$ cat src/rtl/tpu_pkg.sv
// Shared definitions for the 2x2 TPU host-side loader: sizes, loader states,
// shadow-bank element indices and frame lengths.
package tpu_pkg;

  localparam int DATA_W  = 8;
  localparam int N_ELEMS = 4;

  typedef enum logic [1:0] {
    ST_IDLE,
    ST_LOAD_W,
    ST_LOAD_I,
    ST_FULL
  } loader_state_e;

  localparam logic [2:0] W00 = 3'd0;
  localparam logic [2:0] W01 = 3'd1;
  localparam logic [2:0] W10 = 3'd2;
  localparam logic [2:0] W11 = 3'd3;
  localparam logic [2:0] X00 = 3'd4;
  localparam logic [2:0] X01 = 3'd5;
  localparam logic [2:0] X10 = 3'd6;
  localparam logic [2:0] X11 = 3'd7;

  localparam logic [3:0] FRAME_FULL   = 4'd8;
  localparam logic [3:0] FRAME_INPUTS = 4'd4;

  function automatic logic [3:0] frame_len(input logic keep);
    return keep ? FRAME_INPUTS : FRAME_FULL;
  endfunction

  // Input-only frames start at x00, so their byte position is offset into the input half.
  function automatic logic [2:0] elem_index(input logic keep, input logic [3:0] fill);
    logic [3:0] idx;
    idx = keep ? (fill + {1'b0, X00}) : fill;
    return idx[2:0];
  endfunction

endpackage

$ cat src/rtl/loader_shadow_bank.sv
// Eight write-indexed shadow registers and the commit copy into the active
// weight/input bank; weights are left alone on input-only frames.
module loader_shadow_bank
  import tpu_pkg::*;
#(
  parameter int DATA_W  = tpu_pkg::DATA_W,
  parameter int N_ELEMS = tpu_pkg::N_ELEMS
) (
  input  logic                             clk,
  input  logic                             rst_n,
  input  logic                             wr_en,
  input  logic [2:0]                       wr_idx,
  input  logic [DATA_W-1:0]                wr_data,
  input  logic                             commit,
  input  logic                             keep_weights,
  output logic [N_ELEMS-1:0][DATA_W-1:0]   act_w,
  output logic [N_ELEMS-1:0][DATA_W-1:0]   act_x
);

  logic [2*N_ELEMS-1:0][DATA_W-1:0] shadow_q;

  always_ff @(posedge clk or negedge rst_n) begin
    if (!rst_n) begin
      shadow_q <= '0;
    end else if (wr_en) begin
      shadow_q[wr_idx] <= wr_data;
    end
  end

  always_ff @(posedge clk or negedge rst_n) begin
    if (!rst_n) begin
      act_w <= '0;
      act_x <= '0;
    end else if (commit) begin
      act_x[0] <= shadow_q[X00];
      act_x[1] <= shadow_q[X01];
      act_x[2] <= shadow_q[X10];
      act_x[3] <= shadow_q[X11];
      if (!keep_weights) begin
        act_w[0] <= shadow_q[W00];
        act_w[1] <= shadow_q[W01];
        act_w[2] <= shadow_q[W10];
        act_w[3] <= shadow_q[W11];
      end
    end
  end

endmodule

$ cat src/rtl/host_loader.sv
// Host ingress: assembles serial bytes into a shadow weight/input bank and commits
// it to the active registers when the feeder is idle, then pulses start.
module host_loader
  import tpu_pkg::*;
#(
  parameter int DATA_W  = tpu_pkg::DATA_W,
  parameter int N_ELEMS = tpu_pkg::N_ELEMS
) (
  input  logic              clk,
  input  logic              rst_n,
  input  logic              en,
  input  logic [DATA_W-1:0] in_data,
  input  logic              in_valid,
  output logic              in_ready,
  input  logic              keep_weights,
  input  logic              in_transpose,
  input  logic              abort,
  input  logic              consume_busy,
  output logic [DATA_W-1:0] weight0,
  output logic [DATA_W-1:0] weight1,
  output logic [DATA_W-1:0] weight2,
  output logic [DATA_W-1:0] weight3,
  output logic [DATA_W-1:0] input0,
  output logic [DATA_W-1:0] input1,
  output logic [DATA_W-1:0] input2,
  output logic [DATA_W-1:0] input3,
  output logic              transpose,
  output logic              start,
  output logic [3:0]        fill_level
);

  loader_state_e state_q, state_nxt;
  logic [3:0]    fill_q;
  logic          keep_q, tp_q;
  logic          start_q, transpose_q;
  logic          hs, commit, abort_frame, keep_sel;
  logic [2:0]    wr_idx;

  logic [N_ELEMS-1:0][DATA_W-1:0] act_w, act_x;

  // rst_n gates in_ready so the host never sees a ready loader during reset.
  assign in_ready    = rst_n && en && !abort && (state_q != ST_FULL);
  assign hs          = in_valid && in_ready;
  assign abort_frame = abort && (state_q != ST_IDLE);
  assign commit      = (state_q == ST_FULL) && !consume_busy && !abort;
  assign keep_sel    = (state_q == ST_IDLE) ? keep_weights : keep_q;
  assign wr_idx      = elem_index(keep_sel, fill_q);

  always_comb begin
    state_nxt = state_q;
    case (state_q)
      ST_IDLE:   if (hs) state_nxt = keep_weights ? ST_LOAD_I : ST_LOAD_W;
      ST_LOAD_W: if (hs && fill_q == FRAME_INPUTS - 4'd1) state_nxt = ST_LOAD_I;
      ST_LOAD_I: if (hs && (fill_q + 4'd1) == frame_len(keep_q)) state_nxt = ST_FULL;
      ST_FULL:   if (!consume_busy) state_nxt = ST_IDLE;
      default:   state_nxt = ST_IDLE;
    endcase
    if (abort_frame) state_nxt = ST_IDLE;
  end

  always_ff @(posedge clk or negedge rst_n) begin
    if (!rst_n) begin
      state_q <= ST_IDLE;
    end else begin
      state_q <= state_nxt;
    end
  end

  always_ff @(posedge clk or negedge rst_n) begin
    if (!rst_n) begin
      fill_q      <= '0;
      keep_q      <= 1'b0;
      tp_q        <= 1'b0;
      start_q     <= 1'b0;
      transpose_q <= 1'b0;
    end else begin
      start_q <= commit;
      if (abort_frame || commit) begin
        fill_q <= '0;
      end else if (hs && fill_q < frame_len(keep_sel)) begin
        fill_q <= fill_q + 4'd1;
      end
      // Frame flags are captured only with byte 0.
      if (hs && state_q == ST_IDLE) begin
        keep_q <= keep_weights;
        tp_q   <= in_transpose;
      end
      if (commit) transpose_q <= tp_q;
    end
  end

  loader_shadow_bank #(
    .DATA_W  (DATA_W),
    .N_ELEMS (N_ELEMS)
  ) u_bank (
    .clk          (clk),
    .rst_n        (rst_n),
    .wr_en        (hs),
    .wr_idx       (wr_idx),
    .wr_data      (in_data),
    .commit       (commit),
    .keep_weights (keep_q),
    .act_w        (act_w),
    .act_x        (act_x)
  );

  assign weight0    = act_w[0];
  assign weight1    = act_w[1];
  assign weight2    = act_w[2];
  assign weight3    = act_w[3];
  assign input0     = act_x[0];
  assign input1     = act_x[1];
  assign input2     = act_x[2];
  assign input3     = act_x[3];
  assign transpose  = transpose_q;
  assign start      = start_q;
  assign fill_level = fill_q;

endmodule

$ cat config.mk
export PLATFORM = sky130hd
export DESIGN_NAME = host_loader
export DESIGN_NICKNAME = d
export VERILOG_FILES = /design/src/rtl/tpu_pkg.sv /design/src/rtl/loader_shadow_bank.sv /design/src/rtl/host_loader.sv
export SDC_FILE = /design/constraint.sdc
export NUM_CORES = 1
export LEC_CHECK = 0
export BUFFER_PORTS_ARGS = -buffer_cell sky130_fd_sc_hd__buf_4
export CELL_PAD_IN_SITES_DETAIL_PLACEMENT = 0
export CELL_PAD_IN_SITES_GLOBAL_PLACEMENT = 2
export CORE_ASPECT_RATIO = 1.75
export CORE_MARGIN = 5
export CORE_UTILIZATION = 40
export CTS_CLUSTER_DIAMETER = 150
export DETAILED_ROUTE_END_ITERATION = 10
export GPL_ROUTABILITY_DRIVEN = 0
export PLACE_DENSITY_LB_ADDON = 0.25
export SETUP_SLACK_MARGIN = 0.2
export SYNTH_ARGS = -nofsm -noshare
export SYNTH_HDL_FRONTEND = slang
export SYNTH_HIERARCHICAL = 1
export SYNTH_SLANG_ARGS = --single-unit
$ cat constraint.sdc
create_clock -name clk -period 5.7 [get_ports clk]
set_input_delay 0.57 -clock clk [delete_from_list [all_inputs] [get_ports clk]]
set_output_delay 0.57 -clock clk [all_outputs]
set_load 0.03 [all_outputs]
==> results of run 1 <==
-- flip-flops by register name, indices dropped and copies added, names as in the netlist --
| register | flops |
|---|---|
| keep_q | 1 |
| fill_level | 4 |
| transpose | 1 |
| u_bank/act_w | 32 |
| u_bank/shadow_q | 64 |
| u_bank/act_x | 32 |
| start | 1 |
| state_q | 2 |
| tp_q | 1 |
-- area by class of cell --
class / instances / area (µm²) / area share, %
Clock buffer: 18 / 439 / 6.26
Clock inverter: 14 / 218 / 3.10
Inverter: 7 / 26.3 / 0.375
Multi-Input combinational cell: 192 / 1970 / 28.1
Sequential cell: 138 / 3450 / 49.2
Tap cell: 177 / 221 / 3.16
Timing Repair Buffer: 91 / 687 / 9.79
-- cells by family (layout without fill, tap and decap cells) --
family	Yosys count	after routing	synth area share, %
muxes	134	134	27.3
and+or+nand+nor	31	31	3.89
adders and majority gates	8	8	1.81
buffers and inverters	24	130	2.24
DFF	138	138	62.5
xor gates and xnor gates	1	1	0.158
AOI/OAI and AO/OA	18	18	2.15
-- Yosys cell counts --
cell | n | share of area, %
inv_1 | 7 | 0.48
dfrtp_1 | 138 | 62
buf_4 | 3 | 0.41
buf_2 | 12 | 1.1
nand3_1 | 4 | 0.36
nor2b_1 | 1 | 0.11
nor3b_1 | 1 | 0.14
a21oi_1 | 3 | 0.27
a211oi_2 | 1 | 0.23
xor2_1 | 1 | 0.16
nand4b_1 | 4 | 0.63
ha_1 | 8 | 1.8
mux2i_1 | 1 | 0.18
a211oi_1 | 1 | 0.14
nor4bb_1 | 3 | 0.54
o311ai_1 | 1 | 0.16
o221ai_1 | 1 | 0.16
nor2_1 | 3 | 0.20
mux2_1 | 4 | 0.81
and2_1 | 1 | 0.11
nor4b_4 | 1 | 0.43
a32oi_1 | 1 | 0.16
nand2_1 | 6 | 0.41
buf_6 | 1 | 0.20
a21o_1 | 1 | 0.14
nand2b_1 | 4 | 0.45
o21a_1 | 1 | 0.14
and2_4 | 1 | 0.16
a22oi_1 | 1 | 0.14
and4bb_1 | 1 | 0.23
o21ai_0 | 2 | 0.18
o21ai_1 | 5 | 0.45
nand4_1 | 1 | 0.11
clkbuf_1 | 1 | 0.068
mux2_2 | 129 | 26
-- critical path: cells and delay by family, from the launching register on --
kind | cells | cell delay (ps)
simple gates | 1 | 980
fa+ha+maj | 2 | 540
flops | 1 | 390
buf+inv | 2 | 250
mux | 2 | 810
-- through the flow --
step	area, µm²	worst slack [ps]	instances	utilization (%)
after detailed placement	6360	2570	605	46.2
after global routing	7010	2400	637	50.9
after floorplan	5530	3260	354	-
after global placement	6360	2660	605	46.2
final	7010	2590	637	50.9
after CTS	7010	2550	637	50.9
-- worst paths after layout --
path	from	to	depth (start not counted)
min	rst_n	u_bank/act_w[18]	1
min reg2reg	tp_q	tp_q	1
max in group asynchronous	rst_n	u_bank/shadow_q[36]	3
max	state_q[1]	u_bank/shadow_q[14]	7
max reg2reg	state_q[1]	u_bank/shadow_q[14]	7
min in group clk	in_transpose	tp_q	2
-- per-layer routing --
layer / wire length (µm) / vias to the layer above
met2: 6550 / 70
met3: 459 / 15
met4: 172 / 0
met5: 0 / -
li1: - / 1447
met1: 4810 / 1669
-- report_power, final --
group	total, mW	leakage, nW	internal [mW]	switching, mW
Sequential	1.29	1.88	1.17	0.122
Combinational	0.681	1.38	0.314	0.367
Clock	1.20	0.313	0.790	0.414
Total	3.18	3.57	2.27	0.903
-- cell usage in the layout (no fill, tap or decap), drive strengths merged, types with 4 or more instances in the layout --
cell type / count
dfrtp: 138
clkbuf: 18
o21ai: 7
mux2: 133
clkinv: 4
nand2: 6
nand4b: 4
nand2b: 4
bufinv: 5
nand3: 4
buf: 91
ha: 8
inv: 9
==> impl_metrics.py, run 1 <==
metrics = {
    "die": {
        "fp.coreArea_um2": 13800,
        "ios": 87,
        "rows": 57,
        "initial_core_util_pct": 40.2,
        "die_y_um": 166,
        "die-area_um2": 16400,
        "die_x_um": 98.9,
    },
    "worst_setup_path": {
        "worst_setup_path_start_kind": "register",
        "critPathMaxFanout": 8,
        "path_cells": "inv_1, ha_1, mux2_2, ha_1, inv_1, nor4bb_2, mux2_2",
        "path_class": "register to register",
        "crit_arrival_ps": 3400,
        "cp.required_ps": 5990,
        "worst-r2r-setup-slack_ps": 2590,
        "critPathCaptureType": "register",
        "critPathMaxStageDelay_ps": 980,
        "slowest_stage": "nor4bb_2",
    },
    "route": {
        "drc_errors": 0,
        "wirelength_mm": 12.0,
        "drtIter0Drc": 110,
        "wl_per_cell_um": 18.8,
        "firstDrtPassIters": 4,
        "vias": 3201,
        "ant_nets": 0,
        "avgViaCountPerCell": 5.03,
    },
    "synthesis": {
        "synth_cells": 354,
        "syn-num-nets": 378,
        "synth_seq_cells": 138,
        "synth_warnings": 6,
        "synth_area_um2": 5530,
        "syn_area_per_cell_um2": 15.6,
        "ys_seq_area_share_pct": 62.5,
        "synth_cell_type_count": 35,
    },
    "timing": {
        "drv_slew": 0,
        "timing.final.setup_violations": 0,
        "slew_headroom_pct": 26.2,
        "clock_skew_ps": 8.46,
        "tns_ps": 0,
        "timing.final.hold_violations": 0,
        "hold_ws_ps": 85.4,
        "worst_pin_slew_ps": 1090,
        "fin_crit_sh_pct": 54.5,
        "max_clock_freq_mhz": 322,
        "rsz0062_at_grt": "false",
        "min_period_ps": 3110,
    },
    "grt": {
        "grt_start_max_net_pins": 50,
        "grt-busiest-layer": "met2",
        "antenna_found_initial": 0,
        "first_global_vias": 3465,
        "grt_use_met3_pct": 3.74,
        "grt_overflow": 0,
        "use_met2_pct": 27.4,
        "grt_pass1_wl_mm": 19.2,
        "grtUsageMet1_pct": 18.2,
        "gr-usage-all-layers_pct": 15.5,
    },
    "cts": {
        "cts_tree": "yes",
        "clock_latency_ps": 410,
        "cts_buffer_depth": 2,
        "ctsHoldBuffers": 0,
        "path_clk_slew_ps": 60,
        "post_cts_buffers": 0,
        "cts_resized": 0,
        "cts_num_sinks": 138,
        "cts_buffers": 17,
        "h-tree-depth": 4,
        "cts_root_buf": "clkbuf_16",
    },
    "cells_and_area": {
        "fillCellCount": 1207,
        "nets": 471,
        "antenna_cells": 0,
        "area_delta_synth_final_pct": 26.9,
        "drive_above_1_share_pct": 56.1,
    },
    "place": {
        "io_buffers": 86,
        "place_hpwl_mm": 8.31,
    },
    "hold_path": {
        "hold_path.class": "primary input to asynchronous set/reset pin",
    },
    "run_status": {
        "status": "completed",
    },
    "power": {
        "ir_drop_mv": 0.282,
        "power.total_mw": 3.18,
        "p_per_area_nw_per_um2": 453,
        "cellLeakagePower_nw": 3.57,
    },
    "run": {
        "maxCapViolCount": 0,
    },
}
(Power assumes the default switching activity.)
==> run 2, diff against run 1 <==
clock period = 3 ns   (was 5.7 ns; I/O delays follow)
==> run 2 against run 1 <==
Die area is the same. Highest routed layer unchanged. Count of clock-buffer cells in the layout grew 1. Sequential share of layout area is essentially flat. Sequential power grew 90%. Critical path depth is the same. Worst setup slack lost 2200 ps. Cell area is essentially flat. Wire length grew 0.63%.
==> impl_metrics.py, run 2 (synthesis results as in run 1) <==
metrics = {
    "timing": {
        "worst_pin_slew_ps": 891,
        "max_clock_freq_mhz": 379,
        "slew_headroom_pct": 40.6,
        "timing.final.hold_violations": 0,
        "rsz0062_at_grt": "false",
        "clock_skew_ps": 14.2,
        "drv_slew": 0,
        "tns_ps": 0,
        "min_period_ps": 2640,
        "timing.final.setup_violations": 0,
        "fin_crit_sh_pct": 87.9,
    },
    "power": {
        "p_int_mw": 4.25,
        "clockPowerShare_pct": 36.8,
        "ir_drop_mv": 0.616,
        "switchingPower_mw": 1.69,
        "cellLeakagePower_nw": 3.58,
        "power_frac_comb_pct": 21.8,
        "p_seq_share_pct": 41.3,
        "swShare_pct": 28.4,
        "p_per_area_nw_per_um2": 846,
    },
    "worst_setup_path": {
        "r2r_cells": 7,
        "critPathMaxFanout": 8,
        "crit_arrival_ps": 2920,
        "path_class": "register to register",
        "worst_setup_path_start_kind": "register",
        "r2r-start": "state_q[1]",
        "worst-r2r-setup-slack_ps": 360,
        "critPathCaptureType": "register",
        "cp.required_ps": 3290,
        "r2r_end": "u_bank/shadow_q[0]",
    },
    "grt": {
        "first_global_vias": 3443,
        "antenna_found_initial": 0,
        "gr-usage-all-layers_pct": 15.6,
        "grt_overflow": 0,
        "grt_start_max_net_pins": 73,
        "grt_pass1_wl_mm": 19.2,
    },
    "cts": {
        "cts_buffer_depth": 2,
        "cts_tree": "yes",
        "cts_buffers": 17,
        "clock_latency_ps": 410,
        "cts_root_buf": "clkbuf_16",
        "post_cts_buffers": 0,
        "h-tree-depth": 4,
        "cts_num_sinks": 138,
        "path_clk_slew_ps": 60,
    },
    "hold_path": {
        "worstHoldStart": "in_transpose",
        "hold_depth": 2,
        "whs_endpoint": "tp_q",
        "hold_path.class": "primary input to register",
    },
    "route": {
        "avgViaCountPerCell": 4.99,
        "wl_per_cell_um": 18.9,
        "drc_errors": 0,
        "firstDrtPassIters": 4,
        "drtIter0Drc": 80,
        "vias": 3196,
        "wirelength_mm": 12.1,
        "ant_nets": 0,
    },
    "cells_and_area": {
        "top_register": "u_bank/shadow_q",
        "reg_top3": "u_bank/shadow_q (64), u_bank/act_w (32), u_bank/act_x (32)",
        "drive_above_1_share_pct": 56.4,
        "fillCellCount": 1222,
        "largest_register_ffs": 64,
        "mostFrequentLayoutCells": "dfrtp_1 (138), mux2_2 (129), buf_4 (93)",
        "antenna_cells": 0,
        "nets": 475,
        "final_util_pct": 51.0,
        "area_delta_synth_final_pct": 26.9,
        "design_area_um2": 7010,
        "layout_commonest_cell": "dfrtp_1",
    },
    "run": {
        "maxCapViolCount": 0,
    },
    "place": {
        "place_hpwl_mm": 8.25,
        "place_area_um2": 6380,
        "io_buffers": 86,
    },
    "die": {
        "die_y_um": 166,
        "initial_core_util_pct": 40.2,
        "rows": 57,
        "ios": 87,
        "die-area_um2": 16400,
        "fp.coreArea_um2": 13800,
        "die_x_um": 98.9,
    },
    "run_status": {
        "status": "completed",
    },
}
==> run 2: changes by cell type in the layout (fill, tap and decap cells not counted) <==
cell	delta
bufinv_16	-1
inv_1	-1
buf_4	+3
clkinvlp_4	-1
clkinv_2	+2
inv_2	+1
dlygate4sd3_1	+1
inv_6	-2
clkbuf_8	+1
==> run 2: repair_timing <==
action                                 CTS  global route
setup endpoints to repair                0            17
resized for setup                        0             1
endpoints found under the hold margin   12             0
hold buffers                             1             0
==> run 2: worst max path at each step <==
stage,startpoint,end,slack [ps],depth (start not counted)
floorplan,state_q[0],u_bank/shadow_q[0],560,8
CTS,state_q[1],u_bank/shadow_q[4],270,7
finish,state_q[1],u_bank/shadow_q[0],360,7
global route,state_q[1],u_bank/shadow_q[7],220,7
detailed placement,state_q[1],u_bank/shadow_q[4],290,7
global placement,state_q[1],u_bank/shadow_q[4],350,7
==> run 2: cell type report <==
class	count	area, µm²	share of cell area [%]
clock inverters	12	173	2.46
inverters	7	26.3	0.375
clock buffers	19	453	6.46
flip-flops and latches	138	3450	49.2
well taps	177	221	3.16
multi-input cells	192	1970	28.1
repair buffers	95	719	10.3
==> run 2: metal layers <==
layer | share of wire [%] | up-vias | global-route usage, %
met2 | 54 | 68 | 26.5
met5 | 0 | - | 0
met3 | 4.6 | 14 | 4.83
li1 | - | 1457 | -
met4 | 2.0 | 0 | 5.59
met1 | 40 | 1657 | 18.5
==> run 2: power groups by stage <==
stage / sequential, mW / combinational [mW] / clock (mW)
after detailed placement: 2.49 / 1.32 / 0
after floorplan: 2.71 / 0.603 / 0
after global placement: 2.48 / 1.28 / 0
after CTS: 2.46 / 1.32 / 2.24
final: 2.45 / 1.30 / 2.19
after global routing: 2.50 / 1.41 / 2.32
==> run 2: stage by stage <==
step	instances	setup WS [ps]	hold slack [ps]	total power [mW]
finish	640	363	106	5.94
global route	640	220	106	6.23
CTS	640	268	94.9	6.02
detailed placement	608	292	138	3.81
global placement	608	350	136	3.77
floorplan	354	565	4.41	3.31
==> run 2: worst max-delay path: stages (launching register included) <==
cell and delay, ps:
dfrtp_1 390, inv_1 110, ha_1 260, mux2_2 380, ha_1 290, inv_2 80, nor4b_4 600, mux2_2 400
==> run 3, diff against run 2 <==
BUFFER_PORTS_ARGS = default   (was -buffer_cell sky130_fd_sc_hd__buf_4)
DONT_BUFFER_PORTS = 1   (was default)
==> run 3 against run 2 <==
The flow now finishes with violations (negative hold slack). Non-clock buffer count decreased by 82. Maximum frequency increased by 1.4%. Sequential power increased by 13%. Register-to-register slack improved by 40 ps. Combinational power down 47%. Worst hold slack got worse by 530 ps. Worst setup slack improved by 36 ps. Critical path type unchanged. Critical endpoint is now u_bank/shadow_q[8]. Largest power group unchanged.
==> impl_metrics.py, run 3 (synthesis results as in run 1) <==
metrics = {
    "timing": {
        "hold_ws_ps": -428,
        "timing.final.setup_violations": 0,
        "drv_slew": 0,
        "worst_pin_slew_ps": 635,
        "timing.final.hold_violations": 138,
        "min_period_ps": 2600,
        "tns_ps": 0,
        "clock_skew_ps": 12.3,
        "fin_crit_sh_pct": 86.7,
        "max_clock_freq_mhz": 385,
        "slew_headroom_pct": 57.7,
        "rsz0062_at_grt": "false",
    },
    "power": {
        "ir_drop_mv": 0.487,
        "cellLeakagePower_nw": 3.10,
        "p_per_area_nw_per_um2": 850,
        "switchingPower_mw": 1.68,
        "p_seq_share_pct": 51.6,
        "clockPowerShare_pct": 35.6,
        "p_int_mw": 3.69,
        "power.total_mw": 5.37,
        "power_frac_comb_pct": 12.8,
        "swShare_pct": 31.3,
    },
    "route": {
        "vias": 2929,
        "drc_errors": 0,
        "wirelength_mm": 12.0,
        "avgViaCountPerCell": 5.25,
        "firstDrtPassIters": 4,
        "wl_per_cell_um": 21.6,
        "drtIter0Drc": 67,
        "ant_nets": 0,
    },
    "worst_setup_path": {
        "worst_setup_path_start_kind": "register",
        "r2r_cells": 8,
        "critPathMaxFanout": 8,
        "path_cells": "inv_1, ha_1, mux2_2, ha_1, inv_2, nor4bb_2, buf_4, mux2_2",
        "critPathMaxStageDelay_ps": 400,
        "r2r_end": "u_bank/shadow_q[8]",
        "critical_path.top_delay_family": "multiplexers",
        "worst-r2r-setup-slack_ps": 400,
        "cp.required_ps": 3290,
        "crit_buf_inv": 3,
        "crit_arrival_ps": 2890,
        "critPathCaptureType": "register",
        "slowest_stage": "dfrtp_1",
        "path_class": "register to register",
        "r2r-start": "state_q[1]",
    },
    "cells_and_area": {
        "drive_above_1_share_pct": 47.8,
        "layout_commonest_cell": "dfrtp_1",
        "nets": 393,
        "design_area_um2": 6320,
        "final_util_pct": 45.9,
        "mostFrequentLayoutCells": "dfrtp_1 (138), mux2_2 (129), clkbuf_16 (17)",
        "antenna_cells": 0,
        "top_register": "u_bank/shadow_q",
        "reg_top3": "u_bank/shadow_q (64), u_bank/act_w (32), u_bank/act_x (32)",
        "largest_register_ffs": 64,
        "area_delta_synth_final_pct": 14.3,
    },
    "place": {
        "place_area_um2": 5770,
        "place_hpwl_mm": 7.94,
        "io_buffers": 0,
    },
    "die": {
        "initial_core_util_pct": 40.2,
        "ios": 87,
        "die_y_um": 166,
        "die_x_um": 98.9,
        "fp.coreArea_um2": 13800,
        "rows": 57,
        "die-area_um2": 16400,
    },
    "cts": {
        "cts_num_sinks": 138,
        "cts_buffer_depth": 2,
        "cts_buffers": 17,
        "clock_latency_ps": 420,
        "h-tree-depth": 4,
        "path_clk_slew_ps": 70,
        "cts_root_buf": "clkbuf_16",
        "cts_tree": "yes",
    },
    "run": {
        "maxCapViolCount": 0,
    },
    "grt": {
        "grt_pass1_wl_mm": 18.8,
        "grt_start_max_net_pins": 140,
        "antenna_found_initial": 0,
        "gr-usage-all-layers_pct": 15.4,
        "first_global_vias": 3035,
        "grt_overflow": 0,
    },
    "run_status": {
        "status": "complete, but fails checks",
        "violations": "negative hold slack",
    },
    "hold_path": {
        "hold_path.class": "primary input to asynchronous set/reset pin",
    },
}
==> run 3: changes by cell type in the layout (fill, tap and decap cells not counted), sizes merged <==
cell         previous run  this run
inv                     7        13
buf                    94        13
clkinv                  6         4
dlygate4sd3             1         0
clkbuf                 19        17
bufinv                  4         0
clkinvlp                2         4
==> run 3: stage by stage <==
stage	cells	setup slack, ps
4_1_cts	557	294
6_report	558	400
3_5_place_dp	526	304
3_3_place_gp	526	398
2_1_floorplan	354	565
5_1_grt	558	241
==> run 3: layout make-up <==
type,instances,area [µm²]
well taps,177,221
clock buffers,17,425
fillers,1254,7450
repair buffers,13,97.6
inverters,7,26.3
flip-flops and latches,138,3450
clock inverters,14,116
multi-input cells,192,1980
==> run 3: metal layers <==
metal | GRT usage (%) | vias up | wire (µm)
li1 | - | 1295 | -
met1 | 17.2 | 1540 | 4480
met2 | 26.8 | 79 | 6570
met3 | 5.46 | 15 | 795
met4 | 6.15 | 0 | 191
met5 | 0 | - | 0
==> run 3: how the worst max path moves through the flow <==
stage          slack [ps]  cells after the start             endpoint       start
3_3_place_gp          400                      7  u_bank/shadow_q[25]  state_q[1]
6_report              400                      8   u_bank/shadow_q[8]  state_q[1]
5_1_grt               240                      8  u_bank/shadow_q[33]  state_q[1]
2_1_floorplan         560                      8   u_bank/shadow_q[0]  state_q[0]
4_1_cts               290                      7  u_bank/shadow_q[27]  state_q[1]
3_5_place_dp          300                      7  u_bank/shadow_q[26]  state_q[1]
==> run 3: power by group through the flow <==
| stage | combinational [mW] | sequential, mW | clock [mW] |
|---|---|---|---|
| 3_3_place_gp | 0.658 | 2.81 | 0 |
| 6_report | 0.687 | 2.77 | 1.91 |
| 2_1_floorplan | 0.603 | 2.71 | 0 |
| 3_5_place_dp | 0.691 | 2.82 | 0 |
| 5_1_grt | 0.761 | 2.82 | 2.04 |
| 4_1_cts | 0.693 | 2.79 | 1.96 |
==> run 3: worst reg2reg max path: stages, from the launching register on <==
cell and delay (ps):
dfrtp_1 400, inv_1 110, ha_1 250, mux2_2 370, ha_1 290, inv_2 90, nor4bb_2 380, buf_4 240
mux2_2 350
==> run 3: repair_timing <==
action,4_1_cts,5_1_grt
endpoints found under the hold margin,138,138
setup buffers,0,1
setup endpoints to repair,0,25
gates resized for setup,0,1
